$ cat config.mk
export PLATFORM = sky130hd
export DESIGN_NAME = reg_file_sb
export DESIGN_NICKNAME = d
export VERILOG_FILES = /design/src/rtl/rf_pkg.sv /design/src/rtl/rf_scoreboard.sv /design/src/rtl/reg_file_sb.sv
export SDC_FILE = /design/constraint.sdc
export NUM_CORES = 2
export LEC_CHECK = 0
export ABC_CLOCK_PERIOD_IN_PS = 8500
export CAP_MARGIN = 10
export CELL_PAD_IN_SITES_DETAIL_PLACEMENT = 0
export CELL_PAD_IN_SITES_GLOBAL_PLACEMENT = 2
export CORE_MARGIN = 2
export CORE_UTILIZATION = 50
export CTS_CLUSTER_DIAMETER = 200
export DETAILED_ROUTE_END_ITERATION = 10
export DONT_BUFFER_PORTS = 1
export PLACE_DENSITY = 0.81
export SLEW_MARGIN = 25
export SYNTH_ARGS = -nofsm -noshare
export SYNTH_HDL_FRONTEND = slang
export SYNTH_SLANG_ARGS = --single-unit
$ cat constraint.sdc
create_clock -name clk -period 8.5 [get_ports clk]
set_input_delay 1.7 -clock clk [delete_from_list [all_inputs] [get_ports clk]]
set_output_delay 1.7 -clock clk [all_outputs]
set_load 0.01 [all_outputs]
$ cat src/rtl/rf_pkg.sv
// Shared defaults and convenience types for the pipelined-core register file.
package rf_pkg;
    localparam int XLEN_DEF  = 32;
    localparam int NREGS_DEF = 32;

    typedef logic [4:0]  rf_addr_t;
    typedef logic [31:0] rf_word_t;
endpackage

$ cat src/rtl/rf_scoreboard.sv
// Pending-writeback scoreboard: one bit per register plus a registered population count.
module rf_scoreboard
    import rf_pkg::*;
#(
    parameter  int NREGS    = NREGS_DEF,
    parameter  int ZERO_REG = 1,
    localparam int AW       = $clog2(NREGS)
) (
    input  logic             clk,
    input  logic             rst_n,
    input  logic             iss_en,
    input  logic [AW-1:0]    rf_ia,
    input  logic             rf_en,
    input  logic [AW-1:0]    rf_wa,
    input  logic             flush,
    output logic [NREGS-1:0] pending,
    output logic [AW:0]      pend_cnt
);

    logic [NREGS-1:0] pend_nxt;
    logic [AW:0]      cnt_nxt;

    // Writeback clears first so that a same-cycle issue to that register wins.
    always_comb begin
        pend_nxt = pending;
        cnt_nxt  = '0;
        if (flush) begin
            pend_nxt = '0;
        end else begin
            if (rf_en)  pend_nxt[rf_wa] = 1'b0;
            if (iss_en) pend_nxt[rf_ia] = 1'b1;
            if (ZERO_REG != 0) pend_nxt[0] = 1'b0;
        end
        for (int r = 0; r < NREGS; r++) begin
            cnt_nxt = cnt_nxt + {{AW{1'b0}}, pend_nxt[r]};
        end
    end

    always_ff @(posedge clk or negedge rst_n) begin
        if (!rst_n) begin
            pending  <= '0;
            pend_cnt <= '0;
        end else begin
            pending  <= pend_nxt;
            pend_cnt <= cnt_nxt;
        end
    end

endmodule

$ cat src/rtl/reg_file_sb.sv
// Two-read / one-write register file with optional bypass and zero register,
// plus a pending-writeback scoreboard used by decode for stall generation.
module reg_file_sb
    import rf_pkg::*;
#(
    parameter  int XLEN     = XLEN_DEF,
    parameter  int NREGS    = NREGS_DEF,
    parameter  int ZERO_REG = 1,
    parameter  int BYPASS   = 1,
    localparam int AW       = $clog2(NREGS)
) (
    input  logic            clk,
    input  logic            rst_n,
    input  logic [AW-1:0]   rf_adr1,
    input  logic [AW-1:0]   rf_adr2,
    output logic [XLEN-1:0] rf_rs1,
    output logic [XLEN-1:0] rf_rs2,
    input  logic            rf_en,
    input  logic [AW-1:0]   rf_wa,
    input  logic [XLEN-1:0] rf_wd,
    input  logic            iss_en,
    input  logic [AW-1:0]   rf_ia,
    output logic            busy1,
    output logic            busy2,
    output logic [AW:0]     pend_cnt,
    input  logic            flush
);

    logic [XLEN-1:0]  mem [NREGS];
    logic [NREGS-1:0] pending;
    logic             wr_ok;
    logic             zero1, zero2;
    logic             hit1, hit2;

    assign wr_ok = rf_en && !((ZERO_REG != 0) && (rf_wa == '0));

    always_ff @(posedge clk or negedge rst_n) begin
        if (!rst_n) begin
            for (int i = 0; i < NREGS; i++) mem[i] <= '0;
        end else if (wr_ok) begin
            mem[rf_wa] <= rf_wd;
        end
    end

    rf_scoreboard #(
        .NREGS    (NREGS),
        .ZERO_REG (ZERO_REG)
    ) u_sb (
        .clk      (clk),
        .rst_n    (rst_n),
        .iss_en   (iss_en),
        .rf_ia    (rf_ia),
        .rf_en    (rf_en),
        .rf_wa    (rf_wa),
        .flush    (flush),
        .pending  (pending),
        .pend_cnt (pend_cnt)
    );

    // The zero register outranks the bypass path, for both data and busy.
    assign zero1 = (ZERO_REG != 0) && (rf_adr1 == '0);
    assign zero2 = (ZERO_REG != 0) && (rf_adr2 == '0);
    assign hit1  = (BYPASS != 0) && rf_en && (rf_wa == rf_adr1);
    assign hit2  = (BYPASS != 0) && rf_en && (rf_wa == rf_adr2);

    assign rf_rs1 = zero1 ? '0 : (hit1 ? rf_wd : mem[rf_adr1]);
    assign rf_rs2 = zero2 ? '0 : (hit2 ? rf_wd : mem[rf_adr2]);
    assign busy1  = pending[rf_adr1] && !zero1 && !hit1;
    assign busy2  = pending[rf_adr2] && !zero2 && !hit2;

endmodule

# Word-level counts from Yosys, hierarchy flattened
# Cells that the tools add are included.
[totals]
regBits = 1062
in_bits = 57
out_inout_bits = 72
word_cells = 126
[classes]
add_sub_neg = 31
magnitude_cmp = 10
eq_ne = 2
n_mux = 25
bitwise = 6
reduce_logical = 18
[op_table]
columns = ["operator", "count"]
rows = [
  ["$bwmux W1024", 1],
  ["$mux W32", 13],
  ["$bmux W32 S5", 2],
  ["$add A6 B1 Y6", 30],
  ["$demux W32 S5", 1],
  ["$and A32 B32 Y32", 1],
  ["$not A32 Y32", 1],
  ["$or A32 B32 Y32", 1],
  ["$lt A5 B6 Y1 const B", 4],
  ["$ge A6 B6 Y1 const B", 3],
  ["$not A5 Y6", 3],
  ["$logic_not A5 Y1", 3],
  ["$bmux W1 S5", 2],
  ["$demux W1 S5", 2],
  ["$eq A5 B5 Y1", 2],
  ["$ge A5 B1 Y1 const B", 2],
  ["$logic_and A1 B1 Y1", 10],
  ["$lt A6 B1 Y1 const B", 1],
  ["$logic_not A1 Y1", 5],
  ["$mux W1", 4],
  ["$add A1 B1 Y2", 1],
]

# Longest topological paths before layout
[logic_depth]
ltp_word = 42
depth_mapped = 23
mapped_depth_nobuf = 21

# By module
# A second synthesis with hierarchy kept.
[hier_totals]
hier_cells = 3964
hier_area_um2 = 57721.6
[by_module_without_submodules]
columns = ["module", "instances", "cells_each", "area_per_inst_um2", "seq_area_each_um2"]
rows = [
  ["reg_file_sb", 1, 3710, 55177.9, 25624.6],
  ["rf_scoreboard", 1, 254, 2543.7, 925.9],
]

# Worst setup path after synthesis
# Ideal clock, no wire load.
[synth_path]
path_kind = "input -> register"
from = "in rf_wa[3]"
to = "reg u_sb.pend_cnt[4]"
setup_time_ns = 0.080
t_arrival_ns = 6.975
t_required_ns = 8.420
path_slack_ns = 1.446
stages = 21
n_path_buf = 2
cell_sequence = "buf_2 nor3b_1 nand2_1 clkbuf_1 a22oi_1 nor2_1 fa_1 inv_1 fa_1 fa_1 fa_1 fa_1 inv_1 fa_1 inv_1 fa_1 inv_1 fa_1 a21o_1 a21oi_1 xnor2_1"
[synth_between]
elab_cells_between_ends = 43
classes_between = "add/sub (31); order compare (2); mux (6); bitwise (3); reduce/logical (1)"
[synth_rtl]
columns = ["element", "line_no", "source"]
rows = [
  ["from (decl)", "reg_file_sb.sv:19", "input logic [AW-1:0] rf_wa,"],
  ["$lt A5 B6 Y1 (not written as such) / $ge A5 B1 Y1 (equally long branches)", "rf_scoreboard.sv:30", "if (rf_en) pend_nxt[rf_wa] = 1'b0;"],
  ["$logic_and A1 B1 Y1 (not written as such)", "rf_scoreboard.sv:30", ""],
  ["$mux W1 (not written as such)", "rf_scoreboard.sv:30", ""],
  ["$demux W1 S5 *", "--", ""],
  ["$not A32 Y32 (no line) *", "--", ""],
  ["$and A32 B32 Y32 (no line) *", "--", ""],
  ["$mux W32 *", "rf_scoreboard.sv:30", ""],
  ["$mux W32 *", "rf_scoreboard.sv:27", "if (flush) begin"],
  ["$or A32 B32 Y32 (no line)", "--", ""],
  ["$mux W32 *", "rf_scoreboard.sv:31", "if (iss_en) pend_nxt[rf_ia] = 1'b1;"],
  ["$mux W32 *", "rf_scoreboard.sv:27", ""],
  ["named net u_sb.pend_nxt[8]", "rf_scoreboard.sv:20", "logic [NREGS-1:0] pend_nxt;"],
  ["$add A6 B1 Y6 * (24 in a row)", "rf_scoreboard.sv:35", "cnt_nxt = cnt_nxt + {{AW{1'b0}}, pend_nxt[r]};"],
  ["named net u_sb.cnt_nxt[4]", "rf_scoreboard.sv:21", "logic [AW:0] cnt_nxt;"],
  ["to (signal assigned)", "rf_scoreboard.sv:45", "pend_cnt <= cnt_nxt;"],
  ["to (decl)", "rf_scoreboard.sv:17", "output logic [AW:0] pend_cnt"],
]
# The timed path passes the listed nets; every way through them passes the cells marked *. The select of a mux whose other input is x is not followed.
# A chain may end at the register's enable or synchronous reset.

# Final worst setup path
[layout_path]
from = "in rf_wa[0]"
to = "reg u_sb.pend_cnt[4]"
# Same word-level chain as after synthesis.

==> flow_summary.json <==
{
  "combPwrFrac": 0.185,
  "startpoint_type": "input pin",
  "crit_slowest_cell": "nor3b_1",
  "synth_seq_cells": 1061,
  "hpwlAfterDp_mm": 94.88,
  "final_layout_size_suffix_gt1_frac": 0.4773,
  "post-cts-setup-buffers": 0,
  "postCtsHoldBufs": 0,
  "syn-mean-instance-area_sq_um": 14.92,
  "synth_area_leader_cell": "dfrtp_1",
  "drt_wl_total_mm": 187.5,
  "core_sq_um": 115900,
  "r2r_slack_ns": 3.36,
  "path_class": "in2reg",
  "die_area_sq_um": 119400,
  "ys_seq_area_frac": 0.4552,
  "arrival_ns": 7.39,
  "cts-root-buf": "clkbuf_16",
  "slowest_delay_ns": 0.67,
  "fp.dieH_um": 345.5,
  "power_frac_clock": 0.354,
  "syn_inst": 3908,
  "p_int_uw": 10710,
  "layout.nets": 3730,
  "synth-edff-count": 0,
  "period_needed_ns": 6.768,
  "io-pin-count": 129,
  "max_slew.worst_pin.slew_ns": 1.275,
  "cts_resized": 0,
  "gr-total-overflow": 0,
  "grt_max_degree": 1062,
  "initial_utilization": 0.5032,
  "clock_skew_ns": 0.007431,
  "timing.final.crit_share": 0.7963,
  "netlist_area_sq_um": 58320,
  "mostFrequentLayoutCells": "dfrtp_1, mux2_2, mux4_2",
  "switching_share": 0.2602,
  "antenna_cells": 0,
  "min_path_type": "reg2reg",
  "antenna_left": 0,
  "io_buffers": 0,
  "cts_buffers": 117,
  "setup_viol": 0,
  "antenna_found_initial": 1,
  "die_w_um": 345.5,
  "yosys_warnings": 0,
  "path_clk_slew_ns": 0.06,
  "rsz0062_at_grt": "no",
  "grt_pass1_wl_mm": 274.6,
  "max_freq_mhz": 147.7,
  "via_per_inst": 6.929,
  "std_cell_rows": 125,
  "cap_violations": 0,
  "place_ws_ns": 1.020,
  "area_growth_pct": 7.487,
  "max_slew_margin": 0.1497,
  "ys.flop_type": "dfrtp_1",
  "cts_tree": "built",
  "vdd_drop_max_mv": 0.2370,
  "crit_chain": "nor3b_1 -> nand2_4 -> a22oi_1 -> nor2_1 -> fa_1 -> inv_1 -> fa_1 -> fa_1 -> fa_1 -> fa_1 -> inv_1 -> fa_1 -> inv_1 -> fa_1 -> inv_1 -> fa_1 -> a21o_1 -> a21oi_1 -> xnor2_1",
  "end_kind": "flop",
  "gp_congestion": 0.8167,
  "worst-endpoint-required_ns": 9.12,
  "finalMaxSlewViolations": 0,
  "synth.distinct_cells": 63,
  "synth.net_count": 3995,
  "first_global_vias": 39390,
  "fin_tns_setup_ns": 0,
  "hold_viol": 0,
  "rr_worst_depth": 18,
  "cts_sinks": 1061,
  "whs_path_depth": 0,
  "p_seq_frac": 0.461,
  "crit_fanout": 13,
  "leakagePower_uw": 0.02724,
  "ctsHtreeMaxLevel": 3,
  "cts_buffer_depth": 3,
  "final_common_cell": "dfrtp_1",
  "clk_latency_ns": 0.70,
  "p_switching_uw": 3765,
  "powerDensity_nw_per_um2": 230.9,
  "setup_ws_ns": 1.732,
  "synth.top_cells.by_area": "dfrtp_1, mux2_2, mux4_2",
  "cpMostUsedCell": "fa_1",
  "detail_route.wl_per_cell_um": 35.62,
  "async_flop_share": 1.000,
  "track_usage": 0.3151,
  "drt-initial-drc-count": 3310,
  "status": "finished clean",
  "firstDrtPassIters": 8,
  "vias": 36480,
  "drc": 0,
  "yosys.area.top_type_share": 0.4552
}
-- final timing paths --
path,from,endpoint
worst min-delay path,mem[1005],mem[1005]
worst max-delay path,rf_wa[0],u_sb.pend_cnt[4]
max in group asynchronous,rst_n,mem[631]
min in group asynchronous,rst_n,mem[835]
worst max register to register,u_sb.pending[26],u_sb.pend_cnt[4]
worst min register to register,mem[1005],mem[1005]
-- cell usage after synthesis (8+ instances only) --
cell type / count
dfrtp_1: 1061
mux2_2: 1014
mux4_2: 468
mux2i_1: 249
clkbuf_1: 194
buf_2: 147
nand2_1: 87
a22oi_1: 82
nor2_1: 52
buf_1: 51
a32o_1: 42
inv_1: 41
a221oi_1: 38
o21ai_0: 37
a21o_1: 32
fa_1: 23
a21oi_1: 20
o22ai_1: 19
a32oi_1: 16
mux2_1: 16
buf_6: 15
mux4_1: 15
a211oi_1: 13
buf_4: 13
buf_12: 12
nor3_1: 12
o21ai_1: 10
xor2_1: 9
buf_8: 8
nand2b_1: 8
nor2b_1: 8
nor3b_1: 8
-- power by group through the flow --
stage	clock (uW)	sequential, uW	combinational, uW
after CTS	5220	6650	2580
after floorplan	0	6480	2340
after global routing	5440	6790	2860
after global placement	0	6590	2470
final	5130	6670	2680
after detailed placement	0	6750	2560
-- layer usage --
layer	wire (um)	GRT usage
met1	72640	0.4043
met2	91370	0.5192
met3	14290	0.06207
met4	9221	0.1446
met5	0	0
-- state kept, by name (all words and copies together), names as in the netlist --
name,flops
u_sb.pend_cnt,6
u_sb.pending,31
mem,1024
-- critical path: cells and delay by family --
kind / cells / cell delay, ns
AOI/OAI and AO/OA: 3 / 0.63
and+or+nand+nor: 3 / 1.16
xor gates and xnor gates: 1 / 0.14
adders and majority gates: 8 / 3.51
buffers and inverters: 4 / 0.24
-- cell families (layout without fill, tap and decap cells) --
| kind of cell | count (synthesis) | in the layout | share of synthesized area |
|---|---|---|---|
| multiplexers | 1762 | 1762 | 0.4291 |
| flip-flops | 1061 | 1061 | 0.4552 |
| buffers and inverters | 485 | 317 | 0.04218 |
| AO/OA/AOI/OAI | 341 | 341 | 0.04422 |
| AND/OR/NAND/NOR | 216 | 216 | 0.01791 |
| adder cells (fa/ha/maj) | 30 | 30 | 0.009397 |
| XOR/XNOR | 13 | 13 | 0.001952 |
-- through the flow --
step           hold WS, ns  power [uW]    util  area [sq um]  instances
2_1_floorplan       0.4385        8819       -         58320       3908
3_3_place_gp        0.3763        9064  0.5056         58600       5042
3_5_place_dp        0.3845        9309  0.5057         58610       5042
4_1_cts             0.3977       14450  0.5394         62510       5258
5_1_grt             0.4051       15080  0.5409         62690       5264
6_report            0.3940       14470  0.5409         62690       5264
-- final cells by class --
class | count | area (sq um)
Tap cell | 1524 | 1907
Multi-Input combinational cell | 2362 | 29620
Sequential cell | 1061 | 26550
Fill cell | 9158 | 53200
Clock inverter | 40 | 406.6
Inverter | 43 | 161.4
Timing Repair Buffer | 58 | 555.5
Clock buffer | 176 | 3491
No activity file was read; power rests on OpenSTA's default activity.
